<file path="src/rtl/if_stage.sv">
// if_stage: instruction-fetch stage and IF/ID pipeline register.
//   Owns the PC, fetches words over a req/ack handshake, and presents the
//   fetched instruction to decode. Applies jump, jump-register and taken-beq
//   redirects resolved in ID. There is no delay slot, and a taken redirect
//   leaves one bubble in IF/ID.
// Ports:
//   clk, reset            rising-edge clock, synchronous active-high reset
//   imem_req/addr         fetch request and word address (addr stable until ack)
//   imem_ack/rdata        fetch completion and returned instruction word
//   stall                 ID must hold its instruction
//   PCSrc, Branch,
//   branch_zero, rs_data  redirect controls and operands for the ID instruction
//   id_valid/instr/pc_plus4, OpCode, Funct   IF/ID contents
//
// state | meaning
// ------+-----------------------------------------------------------------
// BOOT  | first cycle after reset, no request, late acks ignored
// FETCH | request at pc outstanding
// DROP  | redirected while a request was in flight; wait for and discard it
// HOLD  | word arrived during a stall; parked in hold regs until ID frees up
module if_stage #(
    parameter logic [31:0] RESET_PC = 32'h0000_0000
) (
    input  logic        clk,
    input  logic        reset,
    output logic        imem_req,
    output logic [31:0] imem_addr,
    input  logic        imem_ack,
    input  logic [31:0] imem_rdata,
    input  logic        stall,
    input  logic [1:0]  PCSrc,
    input  logic        Branch,
    input  logic        branch_zero,
    input  logic [31:0] rs_data,
    output logic        id_valid,
    output logic [31:0] id_instr,
    output logic [31:0] id_pc_plus4,
    output logic [5:0]  OpCode,
    output logic [5:0]  Funct
);

    typedef enum logic [1:0] {
        S_BOOT  = 2'd0,
        S_FETCH = 2'd1,
        S_DROP  = 2'd2,
        S_HOLD  = 2'd3
    } state_t;

    state_t      state_q, state_d;
    logic [31:0] pc_q, pc_d;
    logic [31:0] pend_pc_q, pend_pc_d;
    logic        id_valid_q, id_valid_d;
    logic [31:0] id_instr_q, id_instr_d;
    logic [31:0] id_pc_plus4_q, id_pc_plus4_d;
    logic [31:0] hold_instr_q, hold_instr_d;
    logic [31:0] hold_pc_plus4_q, hold_pc_plus4_d;

    logic [31:0] pc_plus4;
    logic [31:0] branch_off;
    logic [31:0] target;
    logic        take_branch;
    logic        redirect;

    assign pc_plus4    = pc_q + 32'd4;
    assign branch_off  = {{14{id_instr_q[15]}}, id_instr_q[15:0], 2'b00};
    // PCSrc==11 is not a real encoding; it falls back to the sequential/branch case.
    assign take_branch = ((PCSrc == 2'b00) || (PCSrc == 2'b11)) && Branch && branch_zero;
    assign redirect    = id_valid_q && !stall &&
                         ((PCSrc == 2'b01) || (PCSrc == 2'b10) || take_branch);

    always_comb begin
        case (PCSrc)
            2'b01:   target = {id_pc_plus4_q[31:28], id_instr_q[25:0], 2'b00};
            2'b10:   target = rs_data;
            default: target = id_pc_plus4_q + branch_off;
        endcase
    end

    // State register
    always_ff @(posedge clk) begin
        if (reset) begin
            state_q         <= S_BOOT;
            pc_q            <= RESET_PC;
            pend_pc_q       <= 32'd0;
            id_valid_q      <= 1'b0;
            id_instr_q      <= 32'd0;
            id_pc_plus4_q   <= 32'd0;
            hold_instr_q    <= 32'd0;
            hold_pc_plus4_q <= 32'd0;
        end else begin
            state_q         <= state_d;
            pc_q            <= pc_d;
            pend_pc_q       <= pend_pc_d;
            id_valid_q      <= id_valid_d;
            id_instr_q      <= id_instr_d;
            id_pc_plus4_q   <= id_pc_plus4_d;
            hold_instr_q    <= hold_instr_d;
            hold_pc_plus4_q <= hold_pc_plus4_d;
        end
    end

    // Next-state and datapath
    always_comb begin
        state_d         = state_q;
        pc_d            = pc_q;
        pend_pc_d       = pend_pc_q;
        id_valid_d      = id_valid_q;
        id_instr_d      = id_instr_q;
        id_pc_plus4_d   = id_pc_plus4_q;
        hold_instr_d    = hold_instr_q;
        hold_pc_plus4_d = hold_pc_plus4_q;

        case (state_q)
            S_BOOT: begin
                state_d = S_FETCH;
            end
            S_FETCH: begin
                if (imem_ack) begin
                    if (redirect) begin
                        // the word just returned is on the wrong path
                        pc_d          = target;
                        id_valid_d    = 1'b0;
                        id_instr_d    = 32'd0;
                        id_pc_plus4_d = 32'd0;
                    end else if (stall) begin
                        hold_instr_d    = imem_rdata;
                        hold_pc_plus4_d = pc_plus4;
                        pc_d            = pc_plus4;
                        state_d         = S_HOLD;
                    end else begin
                        id_valid_d    = 1'b1;
                        id_instr_d    = imem_rdata;
                        id_pc_plus4_d = pc_plus4;
                        pc_d          = pc_plus4;
                    end
                end else if (redirect) begin
                    // keep imem_addr stable until the in-flight request completes
                    pend_pc_d     = target;
                    id_valid_d    = 1'b0;
                    id_instr_d    = 32'd0;
                    id_pc_plus4_d = 32'd0;
                    state_d       = S_DROP;
                end else if (!stall) begin
                    id_valid_d    = 1'b0;
                    id_instr_d    = 32'd0;
                    id_pc_plus4_d = 32'd0;
                end
            end
            S_DROP: begin
                if (imem_ack) begin
                    pc_d    = pend_pc_q;
                    state_d = S_FETCH;
                end
                if (!stall) begin
                    id_valid_d    = 1'b0;
                    id_instr_d    = 32'd0;
                    id_pc_plus4_d = 32'd0;
                end
            end
            S_HOLD: begin
                if (!stall) begin
                    state_d = S_FETCH;
                    if (redirect) begin
                        pc_d          = target;
                        id_valid_d    = 1'b0;
                        id_instr_d    = 32'd0;
                        id_pc_plus4_d = 32'd0;
                    end else begin
                        id_valid_d    = 1'b1;
                        id_instr_d    = hold_instr_q;
                        id_pc_plus4_d = hold_pc_plus4_q;
                    end
                end
            end
            default: state_d = S_BOOT;
        endcase
    end

    // Outputs
    always_comb begin
        imem_req  = (state_q == S_FETCH) || (state_q == S_DROP);
        imem_addr = pc_q;
    end

    assign id_valid    = id_valid_q;
    assign id_instr    = id_instr_q;
    assign id_pc_plus4 = id_pc_plus4_q;
    assign OpCode      = id_instr_q[31:26];
    assign Funct       = id_instr_q[5:0];

endmodule

</file>
<file path="config.mk">
export PLATFORM = sky130hd
export DESIGN_NAME = if_stage
export DESIGN_NICKNAME = d
export VERILOG_FILES = /design/src/rtl/if_stage.sv
export SDC_FILE = /design/constraint.sdc
export NUM_CORES = 1
export LEC_CHECK = 0
export CELL_PAD_IN_SITES_DETAIL_PLACEMENT = 2
export CELL_PAD_IN_SITES_GLOBAL_PLACEMENT = 2
export CORE_MARGIN = 2
export CORE_UTILIZATION = 28
export CTS_BUF_LIST = sky130_fd_sc_hd__clkbuf_4 sky130_fd_sc_hd__clkbuf_8 sky130_fd_sc_hd__clkbuf_16
export CTS_CLUSTER_SIZE = 20
export DETAILED_ROUTE_END_ITERATION = 12
export PLACE_DENSITY_LB_ADDON = 0.1
export SETUP_SLACK_MARGIN = 0.15
export SKIP_LAST_GASP = 1
export SLEW_MARGIN = 40
export SYNTH_ARGS = -nofsm -noshare
export SYNTH_HDL_FRONTEND = slang
export SYNTH_SLANG_ARGS = --single-unit
</file>
<file path="constraint.sdc">
create_clock -name clk -period 2.7 [get_ports clk]
set_input_delay 0.54 -clock clk [delete_from_list [all_inputs] [get_ports clk]]
set_output_delay 0.54 -clock clk [all_outputs]
set_load 0.05 [all_outputs]
</file>
**After elaboration in Yosys (flattened, before gate mapping)**

Cells that the tools add are included.

- Word-level logic and storage cells: 81
- Output and inout bits: 110
- Input port bits: 72
- Register bits: 195

- Equality and inequality tests: 14
- Reductions and logical operators: 17
- Muxes and demuxes: 38
- $add $sub $neg: 2
- Bitwise gates (word level): 2

Operators with widths:

| operator | count |
|---|---|
| $mux W32 | 19 |
| $pmux W32 S3 | 3 |
| $pmux W32 S2 | 1 |
| $add A32 B3 Y32 const B | 1 |
| $add A32 B32 Y32 | 1 |
| $mux W2 | 6 |
| $reduce_and A5 Y1 | 2 |
| $ne A3 B3 Y1 const B | 3 |
| $eq A2 B2 Y1 const B | 4 |
| $ne A2 B2 Y1 const B | 4 |
| $pmux W2 S4 | 1 |
| $mux W1 | 7 |
| $reduce_and A3 Y1 | 2 |
| $eq A2 B1 Y1 const B | 2 |
| $logic_and A1 B1 Y1 | 4 |
| $logic_not A2 Y1 | 2 |
| $logic_or A1 B1 Y1 | 4 |
| $ne A4 B4 Y1 const B | 1 |
| $reduce_and A4 Y1 | 1 |
| $pmux W1 S3 | 1 |
| $reduce_bool A3 Y1 | 1 |
| $not A1 Y1 | 2 |
| $logic_not A1 Y1 | 1 |

**Logic depth before layout (Yosys ltp)**

- Depth after elaboration: 9
- Depth in mapped cells: 12
- Mapped depth without buffers: 9

**Worst setup path before layout**

No wires, ideal clock.

- Path type: reg2reg
- Start point: register id_instr_q[15] (netlist: id_instr[15])
- End point: register pc_q[23] (netlist: imem_addr[23])
- Stages on the path, launching flop included: 10
- Clock period less this slack: 2879 ps
- Arrival time: 2759 ps
- Required time: 2580 ps
- Buffers on the path: 1
- Path slack: -179 ps
- Setup time: 120 ps
- Cells stage by stage: dfxtp_1 > ha_1 > buf_2 > o21ai_0 > o211ai_1 > a41oi_1 > a31oi_2 > xor2_1 > o211a_1 > o31a_1

- Cells in the longest elaborated chain, start to end: 5
- Elaborated cells between the ends (all ways): 7
- Those cells by class: 1 x add/sub; 6 x mux

Ends and longest elaborated chain:

| what | line | source |
|---|---|---|
| from (decl) | 53 | `logic [31:0] id_instr_q, id_instr_d;` |
| from (signal assigned) | 95 | `id_instr_q <= id_instr_d;` |
| $add A32 B32 Y32 * | 75 | `default: target = id_pc_plus4_q + branch_off;` |
| $pmux W32 S2 * | 72 | `case (PCSrc)` |
| $mux W32 (on tied branches) | 163, 119 |  |
| $mux W32 (on tied branches) | 161, 118 |  |
| $pmux W32 S3 * | 113 | `case (state_q)` |
| to (signal assigned) | 92 | `pc_q <= pc_d;` |
| to (decl) | 50 | `logic [31:0] pc_q, pc_d;` |

Every way passes the cells marked *; elsewhere a longest branch is shown, timed or not. The select of a mux whose other input is x is not followed.
A chain may end at the register's enable or synchronous reset.

**Worst setup path after layout**

- Start point: register id_pc_plus4_q[2] (netlist: id_pc_plus4[2])
- End point: register pc_q[16] (netlist: imem_addr[16])

- Cells in the longest elaborated chain, start to end: 5
- Elaborated cells between the ends (all ways): 7
- Those cells by class: 1 x add/sub; 6 x mux

Ends and longest elaborated chain:

| what | line | source |
|---|---|---|
| from (decl) | 54 | `logic [31:0] id_pc_plus4_q, id_pc_plus4_d;` |
| from (signal assigned) | 96 | `id_pc_plus4_q <= id_pc_plus4_d;` |
| $add A32 B32 Y32 * | 75 |  |
| $pmux W32 S2 * | 72 |  |
| $mux W32 (on tied branches) | 163, 119 |  |
| $mux W32 (on tied branches) | 161, 118 |  |
| $pmux W32 S3 * | 113 |  |

Marks and branches as above.

==> summary.md <==
| Metric | Value |
|---|---|
| Power per cell area | 543 nW/µm² |
| Final setup vio count | 0 |
| Crit path required time | 3.09 ns |
| Die width | 208 µm |
| Syn-to-layout area delta | 45.4% |
| Adder-cell area share of the yosys netlist | 4.04% |
| Vias | roughly 13000 |
| CTS tree | built |
| Max clock buf depth | 2 |
| RSZ-0062 raised after global routing | true |
| Worst setup SP type | register |
| TritonRoute pass-1 iters | 5 |
| Simple logic cell fraction of the synthesized area | 21.6% |
| Met2 Track Usage GR | 51.0% |
| Most frequent cells in the layout | 246 x buf_4, 224 x nor2_1, 178 x dfxtp_1 |
| Slew margin rel. | between 40% and 50% |
| Critical Path Max Stage Delay | 0.37 ns |
| Post-Syn Area | roughly 12000 µm² |
| Antenna Cells | 0 |
| Final std cells w/o fill | 2403 |
| Grt peak-use layer | met2 |
| # hold bufs at CTS | 0 |
| Final period utilization | 96.8% |
| Global-route wire length before repair | between 90 and 100 mm |
| Worst Hold Class | register to register |
| Die ar. | 43200 µm² |
| Max Cap Viol | 0 |
| Area leader, netlist | dfxtp_1 |
| Synth warnings | 0 |
| Compound-Gate Fraction of Synth Area | 30.3% |
| Crit path cell chain | ha_4, fa_2, a21o_4, a221oi_4, o211ai_2, buf_4, a41oi_4, xor2_2, a211o_1, a211oi_2 |
| Number of synthesized flops with an enable pin | 0 |
| Peak Freq | 383 MHz |
| Final core utilization | about two fifths |
| # nets final | about 2000 |
| CTS Sinks | 195 |
| Bufs and invs on worst path | 1 |
| Synth Flop Type | dfxtp_1 |
| XOR/XNOR Fraction of Synth Area | 3.53% |
| Top post-synthesis cells by area | dfxtp_1 34%, a21oi_1 7.6%, nor2_1 7.5%, nand2_1 5.4%, a22oi_1 4.0% |
| Commonest non-fill, non-tap cell in the layout | buf_4 |
| Syn nets | roughly 1600 |
| Dpl cells | 2361 |
| Overflow after GRT | 0 |
| WL/cell | about 26 µm |
| Total GRT Usage | 28.4% |
| CP Class | register to register |
| Initial DRC Count | just under 700 |
| Residual DRC count | 0 |
| Met3 Use GR | under 10% |
| Async SR Flop Fraction | 0% |
| CTS root buffer | clkbuf_16 |
| Unique masters post-synth | 83 |
| Share of layout cells above drive strength 1 | between 20% and 30% |
| Initial antenna violation count | 0 |
| Die Ht | around 210 µm |
| Port buffer count | 181 |
| Post-synthesis mux area share | 0.990% |
| Met1 GRT Util | 33.6% |
| Max-slew violations | 0 |
| Core box area | 40900 µm² |
| Final min period | 2.61 ns |
| Vias per cell | 5.60 |
| Clk Latency, worst-skew pair | around 0.47 ns |
| H-tree depth | 4 |
| Slowest CP cell | dfxtp_4 |
| CP arrival | 3.00 ns |
| GPL Wtd Cong | around 0.90 |
| Ports | 182 |
| Final WL | 62.7 mm |
| Hold Violations, Final | 0 |
| HPWL Detailed | ~50 mm |
| Syn avg cell area | 7.60 µm² |
| Number of synthesized register bits | 195 |
| Top cell type's share of synthesized area | between 30 and 40% |
| Delay-heaviest family, CP | compound AO/OA/AOI/OAI gates |
| Clock-pin slew on the worst setup and hold paths | 0.07 ns |
| Largest net degree at the start of global routing | 75 |
| Endpoint class of the critical path | register |
| Slew @ Worst Pin | about 0.77 ns |
| Vias in the first global route | around 15000 |
| Initial Util | between 20% and 30% |
| Num CTS Buffers | 17 |
| Routed Antenna Nets | 0 |
| Worst-path fanout max | 3 |
| Largest family of logic cells by synthesized area | compound AO/OA/AOI/OAI gates |
| Outcome | complete, no violations |
| Clock skew | 0.0105 ns |
| Leakage | 6.39 nW |
| # rows | 74 |
| Peak supply drop | around 0.34 mV |
| Sequential share of the synthesized area | 33.6% |
| Cell count after synthesis | 1531 |
## stage by stage
step                setup slack (ns)  instance area, µm²  TNS, ns  power, mW  hold slack (ns)
finish                        0.0873               16900        0       9.18            0.462
global placement              -0.443               15700   -19.08       6.35            0.442
CTS                           0.0371               16500        0       9.15            0.461
detailed placement            -0.451               15700   -31.82       6.42            0.450
global route                  0.0153               16900        0       9.56            0.483
floorplan                      0.146               11700        0       4.89            0.437
## area by class of cell
class	instances	area (µm²)
repair buffers	445	4010
fillers	4699	24000
multi-input cells	1179	7620
clock inverters	9	93.8
well taps	532	666
clock buffers	23	495
inverters	20	78.8
flip-flops and latches	195	3940
## state kept, by name (all words and copies together) (netlist names)
register,count
hold_instr_q,32
id_instr,32
id_pc_plus4,32
id_valid,1
hold_pc_plus4_q,32
imem_addr,32
state_q,2
pend_pc_q,32
## path summary, 6_finish.rpt
| path | startpoint | to | slack, ns | depth (start not counted) |
|---|---|---|---|---|
| max | id_pc_plus4[2]$_SDFFE_PP0P_ | imem_addr[16]$_SDFFE_PP0P_ | 0.09 | 10 |
| min | hold_instr_q[6]$_SDFFE_PP0P_ | hold_instr_q[6]$_SDFFE_PP0P_ | 0.46 | 2 |
| max reg2reg | id_pc_plus4[2]$_SDFFE_PP0P_ | imem_addr[16]$_SDFFE_PP0P_ | 0.09 | 10 |
| min reg2reg | hold_instr_q[6]$_SDFFE_PP0P_ | hold_instr_q[6]$_SDFFE_PP0P_ | 0.46 | 2 |
## routing by layer
metal / vias to the layer above / wire (µm)
met3: 100 / 1830
met5: - / 0
met1: 6881 / 25700
li1: 6199 / -
met2: 276 / 31900
met4: 0 / 3260
## tightest hold or removal path, stage by stage (launching register included)
cell     delay [ns]
dfxtp_1        0.31
nand2_1        0.05
a21oi_1        0.05
## logic make-up after synthesis
logic type,after synthesis
buffers and inverters,157
adders and majority gates,37
AOI/OAI and AO/OA,523
DFF,195
muxes,11
xor gates and xnor gates,46
and+or+nand+nor,562
## synthesized netlist by cell type (7+ instances only)
cell,instances
a211oi_1,42
a21o_1,19
a21oi_1,176
a221o_1,11
a221oi_1,33
a22oi_1,62
a311oi_1,10
a31oi_1,10
and3_1,13
buf_1,16
buf_2,23
buf_4,17
clkbuf_1,80
dfxtp_1,195
ha_1,36
inv_1,18
mux2i_1,7
nand2_1,167
nand2b_1,10
nand3_1,29
nand3b_1,10
nand4_1,16
nor2_1,231
nor3_1,47
o211ai_1,12
o21a_1,9
o21ai_0,46
o21ai_1,21
o21bai_1,10
xnor2_1,24
xor2_1,21
## repair_timing
item,4_1_cts,5_1_grt
buffers inserted,5,5
pin swaps,13,30
gates resized for setup,51,68
endpoints found under the setup margin,39,40
## report_power, final
| group | switching, mW | internal, mW | total [mW] |
|---|---|---|---|
| combinational | 2.00 | 1.23 | 3.23 |
| sequential | 0.217 | 3.05 | 3.27 |
| clock | 1.27 | 1.41 | 2.67 |
Note: power is estimated with default switching activity, not from simulation.
